==> src/rtl/fir_stim_gen_pkg.sv <==
// Shared types and LFSR helpers for the FIR stimulus generator.
package fir_stim_pkg;

  typedef enum logic [1:0] {
    MODE_IMPULSE = 2'd0,
    MODE_STEP    = 2'd1,
    MODE_RAMP    = 2'd2,
    MODE_PRBS    = 2'd3
  } mode_e;

  typedef enum logic [1:0] {
    ST_IDLE  = 2'd0,
    ST_RUN   = 2'd1,
    ST_FLUSH = 2'd2
  } state_e;

  localparam int LFSR_TAP0 = 31;
  localparam int LFSR_TAP1 = 21;
  localparam int LFSR_TAP2 = 1;
  localparam int LFSR_TAP3 = 0;

  // Fibonacci step: shift left, feedback enters at bit 0.
  function automatic logic [31:0] lfsr_next(input logic [31:0] s);
    return {s[30:0], s[LFSR_TAP0] ^ s[LFSR_TAP1] ^ s[LFSR_TAP2] ^ s[LFSR_TAP3]};
  endfunction

endpackage

==> src/rtl/fir_stim_lfsr.sv <==
// 32-bit PRBS source; holds the last emitted value and presents the next one.
module fir_stim_lfsr
  import fir_stim_pkg::*;
#(
  parameter int          OUT_W = 16,
  parameter logic [31:0] SEED  = 32'hACE1_0001
) (
  input  logic             clk,
  input  logic             rst,
  input  logic             load,
  input  logic             advance,
  output logic [OUT_W-1:0] next_smp
);

  logic [31:0] state;
  logic [31:0] state_nxt;

  assign state_nxt = lfsr_next(state);
  assign next_smp  = state_nxt[OUT_W-1:0];

  always_ff @(posedge clk) begin
    if (rst || load) state <= SEED;
    else if (advance) state <= state_nxt;
  end

endmodule

==> src/rtl/fir_stim_gen.sv <==
// Burst stimulus source for a FIR input port: impulse/step/ramp/PRBS burst,
// zero flush tail, one-cycle done pulse.
module fir_stim_gen
  import fir_stim_pkg::*;
#(
  parameter int          OUTPUT_WIDTH = 16,
  parameter int          LEN_WIDTH    = 16,
  parameter int          FLUSH_LEN    = 37,
  parameter logic [31:0] LFSR_SEED    = 32'hACE1_0001
) (
  input  logic                    clk,
  input  logic                    rst,
  input  logic                    start,
  input  logic                    abort,
  input  logic [1:0]              mode,
  input  logic [OUTPUT_WIDTH-1:0] amplitude,
  input  logic [LEN_WIDTH-1:0]    length,
  input  logic [7:0]              spacing,
  output logic                    valid_out,
  output logic [OUTPUT_WIDTH-1:0] dout,
  output logic                    busy,
  output logic                    done
);

  localparam int             FCW        = (FLUSH_LEN > 0) ? $clog2(FLUSH_LEN + 1) : 1;
  localparam logic [FCW-1:0] FLUSH_LAST = FCW'(FLUSH_LEN);

  state_e                  state;
  mode_e                   mode_q;
  logic [OUTPUT_WIDTH-1:0] amp_q;
  logic [LEN_WIDTH-1:0]    len_q;
  logic [7:0]              spc_q;
  logic [LEN_WIDTH-1:0]    samp_cnt;
  logic [FCW-1:0]          flush_cnt;
  logic [7:0]              spc_cnt;
  logic [OUTPUT_WIDTH-1:0] acc;

  logic                    start_ok;
  logic                    slot;
  logic                    more_burst;
  logic                    more_flush;
  logic                    lfsr_adv;
  logic [OUTPUT_WIDTH-1:0] prbs_nxt;
  logic [OUTPUT_WIDTH-1:0] first_smp;
  logic [OUTPUT_WIDTH-1:0] burst_smp;

  assign start_ok   = (state == ST_IDLE) && start && !abort;
  assign slot       = (spc_cnt == 8'd0);
  assign more_burst = (samp_cnt != len_q);
  assign more_flush = (flush_cnt != FLUSH_LAST);
  assign lfsr_adv   = (state == ST_RUN) && slot && more_burst && (mode_q == MODE_PRBS) && !abort;

  fir_stim_lfsr #(
    .OUT_W (OUTPUT_WIDTH),
    .SEED  (LFSR_SEED)
  ) u_lfsr (
    .clk      (clk),
    .rst      (rst),
    .load     (start_ok),
    .advance  (lfsr_adv),
    .next_smp (prbs_nxt)
  );

  // Sample 0 comes straight from the start inputs so it is out the cycle after start.
  always_comb begin
    first_smp = '0;
    case (mode_e'(mode))
      MODE_IMPULSE: first_smp = amplitude;
      MODE_STEP:    first_smp = amplitude;
      MODE_RAMP:    first_smp = '0;
      MODE_PRBS:    first_smp = LFSR_SEED[OUTPUT_WIDTH-1:0];
    endcase
  end

  // Samples k >= 1 from the captured config.
  always_comb begin
    burst_smp = '0;
    case (mode_q)
      MODE_IMPULSE: burst_smp = '0;
      MODE_STEP:    burst_smp = amp_q;
      MODE_RAMP:    burst_smp = acc + amp_q;
      MODE_PRBS:    burst_smp = prbs_nxt;
    endcase
  end

  always_ff @(posedge clk) begin
    if (rst || abort) begin
      state     <= ST_IDLE;
      valid_out <= 1'b0;
      dout      <= '0;
      busy      <= 1'b0;
      done      <= 1'b0;
      mode_q    <= MODE_IMPULSE;
      amp_q     <= '0;
      len_q     <= '0;
      spc_q     <= '0;
      samp_cnt  <= '0;
      flush_cnt <= '0;
      spc_cnt   <= '0;
      acc       <= '0;
    end else begin
      done      <= 1'b0;
      valid_out <= 1'b0;
      dout      <= '0;
      case (state)
        ST_IDLE: begin
          if (start) begin
            mode_q    <= mode_e'(mode);
            amp_q     <= amplitude;
            len_q     <= length;
            spc_q     <= spacing;
            spc_cnt   <= spacing;
            acc       <= '0;
            flush_cnt <= '0;
            samp_cnt  <= '0;
            if (length != '0) begin
              state     <= ST_RUN;
              valid_out <= 1'b1;
              dout      <= first_smp;
              busy      <= 1'b1;
              samp_cnt  <= {{(LEN_WIDTH-1){1'b0}}, 1'b1};
            end else if (FLUSH_LEN > 0) begin
              state     <= ST_FLUSH;
              valid_out <= 1'b1;
              busy      <= 1'b1;
              flush_cnt <= {{(FCW-1){1'b0}}, 1'b1};
            end else begin
              done <= 1'b1;
            end
          end
        end
        ST_RUN, ST_FLUSH: begin
          if (!slot) begin
            spc_cnt <= spc_cnt - 8'd1;
          end else begin
            // The spacing window spans the RUN->FLUSH boundary unchanged.
            spc_cnt <= spc_q;
            if ((state == ST_RUN) && more_burst) begin
              valid_out <= 1'b1;
              dout      <= burst_smp;
              acc       <= burst_smp;
              samp_cnt  <= samp_cnt + 1'b1;
            end else if (more_flush) begin
              state     <= ST_FLUSH;
              valid_out <= 1'b1;
              flush_cnt <= flush_cnt + 1'b1;
            end else begin
              state <= ST_IDLE;
              busy  <= 1'b0;
              done  <= 1'b1;
            end
          end
        end
        default: begin
          state <= ST_IDLE;
          busy  <= 1'b0;
        end
      endcase
    end
  end

endmodule
==> config.mk <==
export PLATFORM = sky130hd
export DESIGN_NAME = fir_stim_gen
export DESIGN_NICKNAME = d
export VERILOG_FILES = /design/src/rtl/fir_stim_gen_pkg.sv /design/src/rtl/fir_stim_lfsr.sv /design/src/rtl/fir_stim_gen.sv
export SDC_FILE = /design/constraint.sdc
export NUM_CORES = 1
export LEC_CHECK = 0
export BUFFER_PORTS_ARGS = -buffer_cell sky130_fd_sc_hd__buf_2
export CAP_MARGIN = 25
export CORE_UTILIZATION = 59
export DETAILED_ROUTE_END_ITERATION = 8
export PLACE_DENSITY = 0.89
export SLEW_MARGIN = 20
export SYNTH_ARGS = -nofsm -noshare
export SYNTH_HDL_FRONTEND = slang
export SYNTH_SLANG_ARGS = --single-unit
==> constraint.sdc <==
create_clock -name clk -period 3.35 [get_ports clk]
set_clock_uncertainty 0.05 [all_clocks]
set_input_delay 0.5025 -clock clk [delete_from_list [all_inputs] [get_ports clk]]
set_output_delay 0.5025 -clock clk [all_outputs]
set_load 0.03 [all_outputs]
==> results of run 1 <==
cell usage in the layout, fill, tap and decap left out, types with 5 or more instances in the layout:
cell | netlist | final
nor2_1 | 62 | 62
nor3_1 | 6 | 6
nand2b_1 | 7 | 7
xnor2_1 | 29 | 29
nand4_1 | 19 | 19
mux2i_1 | 8 | 8
and2_1 | 6 | 5
nand2_1 | 201 | 201
clkbuf_16 | 0 | 17
o211ai_1 | 9 | 9
a32oi_1 | 10 | 10
and3_1 | 13 | 13
a211oi_1 | 6 | 6
nor4_1 | 7 | 7
ha_1 | 22 | 22
buf_2 | 10 | 64
inv_1 | 15 | 15
dfxtp_1 | 141 | 141
buf_4 | 0 | 12
o21ai_0 | 31 | 31
nand3_1 | 46 | 46
a21oi_1 | 111 | 111
clkbuf_1 | 38 | 6
xor2_1 | 20 | 20
nor2b_1 | 5 | 5
layer usage:
metal  vias to the layer above  track usage, %  wire length, um
li1                       3166               -                -
met1                      3096           39.26             7894
met2                       282           49.15             8487
met3                        40           6.696             1355
met4                         0           11.73              443
met5                         -               0                0
power by group through the flow:
stage | logic, mW | registers, mW | clock network [mW]
global placement | 0.355 | 1.77 | 0
finish | 0.371 | 1.73 | 1.81
detailed placement | 0.361 | 1.77 | 0
CTS | 0.364 | 1.73 | 1.83
floorplan | 0.252 | 1.77 | 0
global route | 0.402 | 1.74 | 1.91
sequential cells by signal, indices dropped and copies added (netlist names):
register / cells
valid_out: 1
spc_cnt: 8
dout: 16
amp_q: 16
acc: 16
samp_cnt: 16
done: 1
flush_cnt: 6
busy: 1
u_lfsr.state: 32
spc_q: 8
len_q: 16
mode_q: 2
state: 2
stage by stage:
step           power (mW)  hold slack (ns)  cells  setup WS (ns)
3_5_place_dp        2.130           0.3968   1055         0.6103
2_1_floorplan       2.024           0.3821    889         0.9541
4_1_cts             3.928           0.2557   1086         0.4950
5_1_grt             4.047           0.2709   1086         0.2809
3_3_place_gp        2.122           0.3890   1055         0.6966
6_report            3.917           0.2733   1086         0.4286
worst min-delay path by stage:
stage	from	end	slack, ns	cells past startpoint
after floorplan	u_lfsr.state[16]	u_lfsr.state[17]	0.38	2
after global placement	u_lfsr.state[27]	u_lfsr.state[28]	0.39	2
after detailed placement	u_lfsr.state[29]	u_lfsr.state[30]	0.40	2
after CTS	length[8]	len_q[8]	0.26	3
after global routing	amplitude[14]	amp_q[14]	0.27	3
final	length[13]	len_q[13]	0.27	3
cells by family after synthesis:
group | share of synthesized area [%]
mux | 1.316
flops | 40.67
simple gates | 26.03
xor+xnor | 6.183
fa+ha+maj | 4.255
compound gates | 17.23
buf+inv | 4.309
synth_stat cells (3+ instances only):
| library cell | number |
|---|---|
| xor2_1 | 20 |
| xnor2_1 | 29 |
| a21oi_1 | 111 |
| and2_1 | 6 |
| or2_2 | 4 |
| nand2_1 | 201 |
| nor4_1 | 7 |
| buf_2 | 10 |
| nor3_1 | 6 |
| nor2_1 | 62 |
| a21o_1 | 4 |
| nand3_1 | 46 |
| mux2i_1 | 8 |
| and3_1 | 13 |
| ha_1 | 22 |
| a211oi_1 | 6 |
| nor2b_1 | 5 |
| a22oi_1 | 4 |
| o211ai_1 | 9 |
| dfxtp_1 | 141 |
| a31oi_1 | 3 |
| inv_1 | 15 |
| a221oi_1 | 3 |
| nand2b_1 | 7 |
| or3_1 | 3 |
| clkbuf_1 | 38 |
| nand4_1 | 19 |
| o21ai_0 | 31 |
| a32oi_1 | 10 |
worst max-delay path: cells and delay by family, from the launching register on:
family	cells	cell delay (ns)
AND/OR/NAND/NOR	5	1.42
XOR/XNOR	1	0.20
flip-flops	1	0.33
AO/OA/AOI/OAI	1	0.48
buffers and inverters	1	0.09
adder cells (fa/ha/maj)	1	0.22
layout make-up:
type / instances / area (um2) / area share, %
inverter: 16 / 60.06 / 0.7647
timing repair buffer: 76 / 410.4 / 5.225
multi-input combinational: 679 / 3820 / 48.64
clock buffer: 25 / 475.5 / 6.054
clock inverter: 6 / 86.33 / 1.099
tap: 143 / 178.9 / 2.278
sequential: 141 / 2823 / 35.94
==> impl_metrics.yaml, run 1 <==
clocking:
  insertion_delay_ns: 0.43
  hold_buffers: 0
  clock_path_buffers: 2
  clk_pin_slew_worst_paths_ns: 0.06
  cts.htree.levels: 4
  numCtsBuffers: 17
  cts_sinks: 141
  clock-root-buffer: "clkbuf_16"
  cts_tree: "done"
  cts_resized: 0
  cts_setup_buffers: 0
placed_design:
  place_area_um2: 7292
  gp_congestion: 0.9419
  dpl.hpwl_um: 12050
  portBuffers: 64
sta:
  final-hold-violation-count: 0
  clock.fmax_ghz: 0.3423
  worst_pin_slew_ns: 0.9546
  finalSetupViolCount: 0
  finalSetupTns_ns: 0
  rsz0062_at_grt: "false"
  period_share_pct: 87.21
  maxSlewHeadroom_pct: 36.36
  min_period_ns: 2.921
  finalMaxSlewViolations: 0
worst_hold_path:
  hold_path.class: "in2reg"
die:
  die_area_um2: 12200
  die_x_um: 110.5
  coreArea_um2: 11420
  ios: 65
  initial_core_util_pct: 60.78
  rows: 39
  die-height_um: 110.5
pwr:
  switchingPower_mw: 0.9572
  p_sw_share_pct: 24.44
  p_per_area_nw_per_um2: 498.7
  ir_drop_mv: 0.3892
  pwr-share-comb_pct: 9.5
  pwr-share-clk_pct: 46.3
  power.share.sequential_pct: 44.3
  p_int_mw: 2.960
  leakage_nw: 2.964
worst_setup_path:
  ff2ff_setup_slack_ns: 0.43
  rr_worst_depth: 9
  startpoint: "spc_cnt[0]"
  crit_type: "reg2reg"
  cp_cell_sequence: "inv_1 -> ha_1 -> nand3b_2 -> nor3_4 -> nand4_2 -> a211o_1 -> nor4_2 -> xnor2_1 -> nor2_1"
  slowest_stage: "nor3_4"
  max_stage_delay_ns: 0.48
  worst_setup_path_end_kind: "register"
  start_kind: "register"
  arrival_ns: 3.18
  cp-endpoint: "samp_cnt[12]"
  critPathMaxFanout: 15
  required_ns: 3.60
  r2r-start: "spc_cnt[0]"
  reg2reg_to: "samp_cnt[12]"
drt:
  postRouteAntennaNets: 0
  firstDrtPassIters: 8
  drtIter0Drc: 650
  routed_via_density: 6.063
  drt_wl_total_um: 18180
  drc_errors: 0
  wl_per_cell_um: 16.74
  vias: 6584
synth:
  ys_ff_latch: 141
  synth_area_leader_cell: "dfxtp_1"
  avgSynthCellArea_um2: 7.807
  ys_types: 67
  synth_flop_cell: "dfxtp_1"
  syn_nets: 958
  yosysSeqAreaShare_pct: 40.67
  netlist.area_leader.share_pct: 40.67
  async_flop_share_pct: 0
  netlist_area_um2: 6940
  synth_edf_count: 0
  ys_top_cells_by_area: "dfxtp_1 41%, nand2_1 11%, a21oi_1 8.0%, ha_1 4.0%, xnor2_1 3.7%"
  synth_cells: 889
  yosysWarnings: 0
finish:
  final_layout_size_suffix_gt1_share_pct: 13.26
  final_area_um2: 7854
  utilization_pct: 68.78
  diodes: 0
  area_delta_synth_final_pct: 13.16
  n_fill_cell: 945
  nets: 1000
grt:
  grt_pass1_vias: 6189
  grt_usage_pct: 30.30
  grt_pass1_wl_um: 29710
  grt-ovfl-total: 0
  grt_antenna_before_repair: 0
  grt_max_degree: 60
outcome:
  status: "complete, no violations"
run:
  drv_cap: 0
Note: power is estimated with default switching activity, not from simulation.
==> run 2, diff against run 1 <==
Settings changed: CAP_MARGIN 25 to 20, PLACE_DENSITY 0.89 to 0.79.
==> run 2 against run 1 <==
Non-clock buffer count is 2 higher; wire length is 2.2% lower; sequential power hardly changed; combinational power is 1% higher; register-to-register slack better by 0.11 ns; fmax is 3.8% higher; worst hold slack worse by 0.0053 ns; global-route usage is 0.21 points lower.
==> impl_metrics.yaml, run 2 (synthesized netlist as in run 1, its figures left out) <==
sta:
  maxSlewHeadroom_pct: 27.85
  rsz0062_at_grt: "false"
  finalMaxSlewViolations: 0
  final-hold-violation-count: 0
  min_period_ns: 2.815
  finalSetupTns_ns: 0
  period_share_pct: 84.04
  finalSetupViolCount: 0
  clock.fmax_ghz: 0.3552
  worst_pin_slew_ns: 1.082
  worst_hold_slack_ns: 0.2680
pwr:
  ir_drop_mv: 0.5410
  switchingPower_mw: 1.018
  p_per_area_nw_per_um2: 535.2
  pwr-share-comb_pct: 8.8
  leakage_nw: 3.031
  finalPower_mw: 4.272
  p_int_mw: 3.254
  p_sw_share_pct: 23.82
  power.share.sequential_pct: 40.5
  pwr-share-clk_pct: 50.7
worst_hold_path:
  hold_depth: 3
  hold_path.class: "in2reg"
  min-delay-start: "spacing[5]"
  hold_end: "spc_q[5]"
clocking:
  numCtsBuffers: 17
  clk_pin_slew_worst_paths_ns: 0.06
  cts.htree.levels: 4
  cts_tree: "done"
  cts_setup_buffers: 0
  clock-root-buffer: "clkbuf_16"
  hold_buffers: 0
  cts_sinks: 141
  insertion_delay_ns: 0.43
  clock_path_buffers: 2
  cts_resized: 0
grt:
  grt-ovfl-total: 0
  grt_usage_pct: 30.10
  grt_antenna_before_repair: 0
  grt_max_degree: 60
  grt_pass1_wl_um: 29550
  grt_pass1_vias: 5985
worst_setup_path:
  cp_cell_sequence: "ha_1 -> inv_1 -> fa_1 -> nand2b_1 -> a211oi_1 -> nor2_1 -> a31oi_1 -> a31oi_1 -> xnor2_1 -> a221oi_1 -> o21ai_0"
  critPathMostFrequentCell: "a31oi_1"
  start_kind: "register"
  arrival_ns: 3.07
  r2r-start: "amp_q[0]"
  max_stage_delay_ns: 0.40
  critPathMaxFanout: 3
  rr_worst_depth: 11
  crit_type: "reg2reg"
  ff2ff_setup_slack_ns: 0.53
  reg2reg_to: "acc[14]"
  required_ns: 3.61
  slowest_stage: "fa_1"
  worst_setup_path_end_kind: "register"
outcome:
  status: "complete, no violations"
placed_design:
  gp_congestion: 0.9215
  portBuffers: 64
  dpl.hpwl_um: 11980
die:
  die-height_um: 110.5
  initial_core_util_pct: 60.78
  coreArea_um2: 11420
  ios: 65
  rows: 39
  die_area_um2: 12200
  die_x_um: 110.5
finish:
  largest_reg_flops: 32
  nets: 1002
  final_layout_size_suffix_gt1_share_pct: 14.06
  final_cell_mix: "201 x nand2_1, 141 x dfxtp_1, 111 x a21oi_1"
  regMostFlops: "u_lfsr.state"
  area_delta_synth_final_pct: 15.02
  diodes: 0
  utilization_pct: 69.91
  final_common_cell: "nand2_1"
drt:
  drc_errors: 0
  vias: 6445
  wl_per_cell_um: 16.33
  routed_via_density: 5.918
  drt_wl_total_um: 17780
  postRouteAntennaNets: 0
  firstDrtPassIters: 6
  drtIter0Drc: 568
run:
  drv_cap: 0
[run 2: changes by cell type in the layout (fill, tap and decap cells not counted)]
cell	delta
buf_4	+2
inv_6	+3
clkbuf_8	-1
clkbuf_1	-5
bufinv_16	+4
[run 2: power groups by stage]
stage	Sequential, mW	Combinational, mW	Clock (mW)
2_1_floorplan	1.77	0.252	0
3_3_place_gp	1.77	0.364	0
3_5_place_dp	1.77	0.367	0
4_1_cts	1.73	0.372	2.18
5_1_grt	1.73	0.413	2.25
6_report	1.73	0.376	2.16
[run 2: critical path: cells and delay by family, from the launching register on]
family	cells	cell delay, ns
simple gates	2	0.30
xor+xnor	1	0.15
buf+inv	1	0.06
compound gates	5	1.18
fa+ha+maj	2	0.60
flops	1	0.36
[run 2: per-layer routing]
metal | vias to the layer above | GRT usage (%) | wire length, um
met5 | - | 0 | 0
met4 | 0 | 10.93 | 302
met3 | 25 | 6.586 | 1296
met2 | 226 | 46.25 | 8177
met1 | 3029 | 41.49 | 8007
li1 | 3165 | - | -
[run 2: final cells by class]
class	instances	area (um2)
multi-input cells	679	3820
fillers	934	3436
flip-flops and latches	141	2823
clock buffers	19	442.9
repair buffers	78	425.4
clock inverters	13	232.7
well taps	143	178.9
inverters	16	60.06
[run 2: stage by stage]
stage / std cells / setup slack [ns] / instance area [um2]
after global placement: 1057 / 0.6997 / 7307
after detailed placement: 1057 / 0.5899 / 7307
final: 1089 / 0.5347 / 7983
after global routing: 1089 / 0.2451 / 7983
after floorplan: 889 / 0.9541 / 6940
after CTS: 1089 / 0.5783 / 7983
[run 2: worst max path at each step]
stage	startpoint	endpoint	slack, ns	cells past startpoint
final	amp_q[0]	acc[14]	0.53	11
after global routing	amp_q[0]	acc[14]	0.25	11
after CTS	amp_q[0]	acc[14]	0.58	11
after detailed placement	amp_q[0]	acc[14]	0.59	11
after global placement	amp_q[0]	dout[14]	0.70	11
after floorplan	amp_q[0]	acc[14]	0.95	11
==> run 3, diff against run 2 <==
Settings changed: CORE_UTILIZATION 59 to 54, PLACE_DENSITY 0.79 to 0.77.
Clock period 3.35 ns to 2.54 ns, I/O delays scaled along.
==> run 3 against run 2 <==
Clock power rose by 15%; total power rose by 24%; wire length fell by 0.45%; fmax rose by 15%; setup slack got worse by 0.44 ns; global-route usage fell by 2.4 points; sequential share of layout area fell by 0.69 points; via count rose by 0.92%; non-clock buffer count rose by 14; design area rose by 2.1%; highest routed layer unchanged.
==> impl_metrics.yaml, run 3 (synthesized netlist as in run 1, its figures left out) <==
drt:
  drtIter0Drc: 448
  postRouteAntennaNets: 0
  drc_errors: 0
  firstDrtPassIters: 5
  drt_wl_total_um: 17700
  vias: 6504
  wl_per_cell_um: 15.62
  routed_via_density: 5.741
worst_setup_path:
  max_stage_delay_ns: 0.35
  critPathMostFrequentCell: "a31oi_2"
  r2r-start: "amp_q[0]"
  cp_cell_sequence: "ha_4 -> inv_2 -> fa_2 -> nand2b_4 -> a211oi_4 -> nor2_2 -> a31oi_2 -> a31oi_2 -> xnor2_1 -> a221oi_2 -> o21ai_1"
  worst-path-stages: 11
  reg2reg_to: "dout[14]"
  required_ns: 2.80
  ff2ff_setup_slack_ns: 0.09
  critPathMaxFanout: 2
  slowest_stage: "dfxtp_2"
  start_kind: "register"
  rr_worst_depth: 11
  arrival_ns: 2.71
  crit_buf_inv: 1
  critPathTopFamily: "compound AO/OA/AOI/OAI gates"
  worst_setup_path_end_kind: "register"
  crit_type: "reg2reg"
placed_design:
  gp_congestion: 0.8819
  portBuffers: 64
  place_ws_ns: -0.1251
  dpl.hpwl_um: 11940
  dp.cells: 1100
finish:
  nets: 1016
  fin_cells: 1133
  final_cell_mix: "201 x nand2_1, 139 x dfxtp_1, 109 x a21oi_1"
  area_delta_synth_final_pct: 17.40
  largest_reg_flops: 32
  regMostFlops: "u_lfsr.state"
  final_common_cell: "nand2_1"
  utilization_pct: 64.83
  final_layout_size_suffix_gt1_share_pct: 17.29
sta:
  period_share_pct: 96.33
  finalMaxSlewViolations: 0
  min_period_ns: 2.447
  finalSetupViolCount: 0
  worst_slack_ns: 0.09317
  maxSlewHeadroom_pct: 32.09
  rsz0062_at_grt: "true"
  final-hold-violation-count: 0
  clock.fmax_ghz: 0.4087
  worst_pin_slew_ns: 1.015
  finalSetupTns_ns: 0
clocking:
  clock-root-buffer: "clkbuf_16"
  clk_pin_slew_worst_paths_ns: 0.06
  cts.htree.levels: 4
  clock_path_buffers: 2
  cts_tree: "done"
  numCtsBuffers: 17
  insertion_delay_ns: 0.43
  cts_sinks: 141
  hold_buffers: 0
worst_hold_path:
  hold_path.class: "in2reg"
  min-delay-start: "amplitude[5]"
  hold_end: "amp_q[5]"
  hold_depth: 3
die:
  initial_core_util_pct: 55.22
  rows: 41
  die_area_um2: 13310
  die_x_um: 115.4
  die-height_um: 115.4
  coreArea_um2: 12570
  ios: 65
pwr:
  ir_drop_mv: 0.6111
  finalPower_mw: 5.286
  p_per_area_nw_per_um2: 648.7
  leakage_nw: 3.079
grt:
  grt-ovfl-total: 0
  grt_pass1_vias: 5753
  grt_max_degree: 43
  grt_pass1_wl_um: 28440
  grt_usage_pct: 27.72
  grt_antenna_before_repair: 1
run:
  drv_cap: 0
outcome:
  status: "complete, no violations"
run 3: cell count changes in the layout (fill, tap and decap cells not counted), moves of 3 or more:
cell / previous run / this run
buf_4: 14 / 27
bufinv_16: 6 / 2
clkbuf_8: 1 / 4
ha_1: 22 / 18
ha_2: 0 / 3
o21ai_0: 31 / 25
o21ai_1: 1 / 7
run 3: how the worst max path moves through the flow:
| stage | end | slack, ns | startpoint |
|---|---|---|---|
| finish | dout[14] | 0.09 | amp_q[0] |
| global route | dout[14] | -0.03 | amp_q[0] |
| detailed placement | dout[14] | -0.13 | amp_q[0] |
| global placement | dout[14] | -0.03 | amp_q[0] |
| CTS | dout[14] | 0.01 | amp_q[0] |
| floorplan | acc[14] | 0.14 | amp_q[0] |
run 3: repair_timing:
action | CTS | global route
setup buffers | 0 | 0
setup endpoints to repair | 2 | 16
pin swaps | 0 | 7
gates resized for setup | 2 | 26
run 3: report_power, final:
| group | switching (mW) | internal, mW |
|---|---|---|
| registers | 0.0319 | 2.25 |
| clock network | 0.950 | 1.54 |
| logic | 0.331 | 0.177 |
| total | 1.31 | 3.97 |
run 3: final cells by class:
| type | count | area (um2) |
|---|---|---|
| inverters | 16 | 60.06 |
| repair buffers | 92 | 543.0 |
| diodes | 1 | 2.502 |
| fillers | 1102 | 4420 |
| flip-flops and latches | 141 | 2825 |
| clock inverters | 10 | 111.4 |
| well taps | 172 | 215.2 |
| multi-input cells | 679 | 3906 |
| clock buffers | 22 | 484.2 |
run 3: worst register-to-register path, cell delays in order (launching register included):
cell      delay (ns)
dfxtp_2         0.35
ha_4            0.15
inv_2           0.04
fa_2            0.35
nand2b_4        0.16
a211oi_4        0.27
nor2_2          0.08
a31oi_2         0.23
a31oi_2         0.14
xnor2_1         0.16
a221oi_2        0.28
o21ai_1         0.09
run 3: per-stage QoR:
step | instance area (um2) | hold WS, ns
floorplan | 6940 | 0.3821
global route | 8145 | 0.1415
CTS | 8068 | 0.1388
finish | 8148 | 0.1467
detailed placement | 7461 | 0.3975
global placement | 7461 | 0.3918
run 3: metal layers:
| metal | track usage (%) | routed length, um |
|---|---|---|
| met3 | 7.275 | 1339 |
| met4 | 9.870 | 260 |
| met1 | 37.12 | 7953 |
| met2 | 43.03 | 8150 |
| met5 | 0 | 0 |
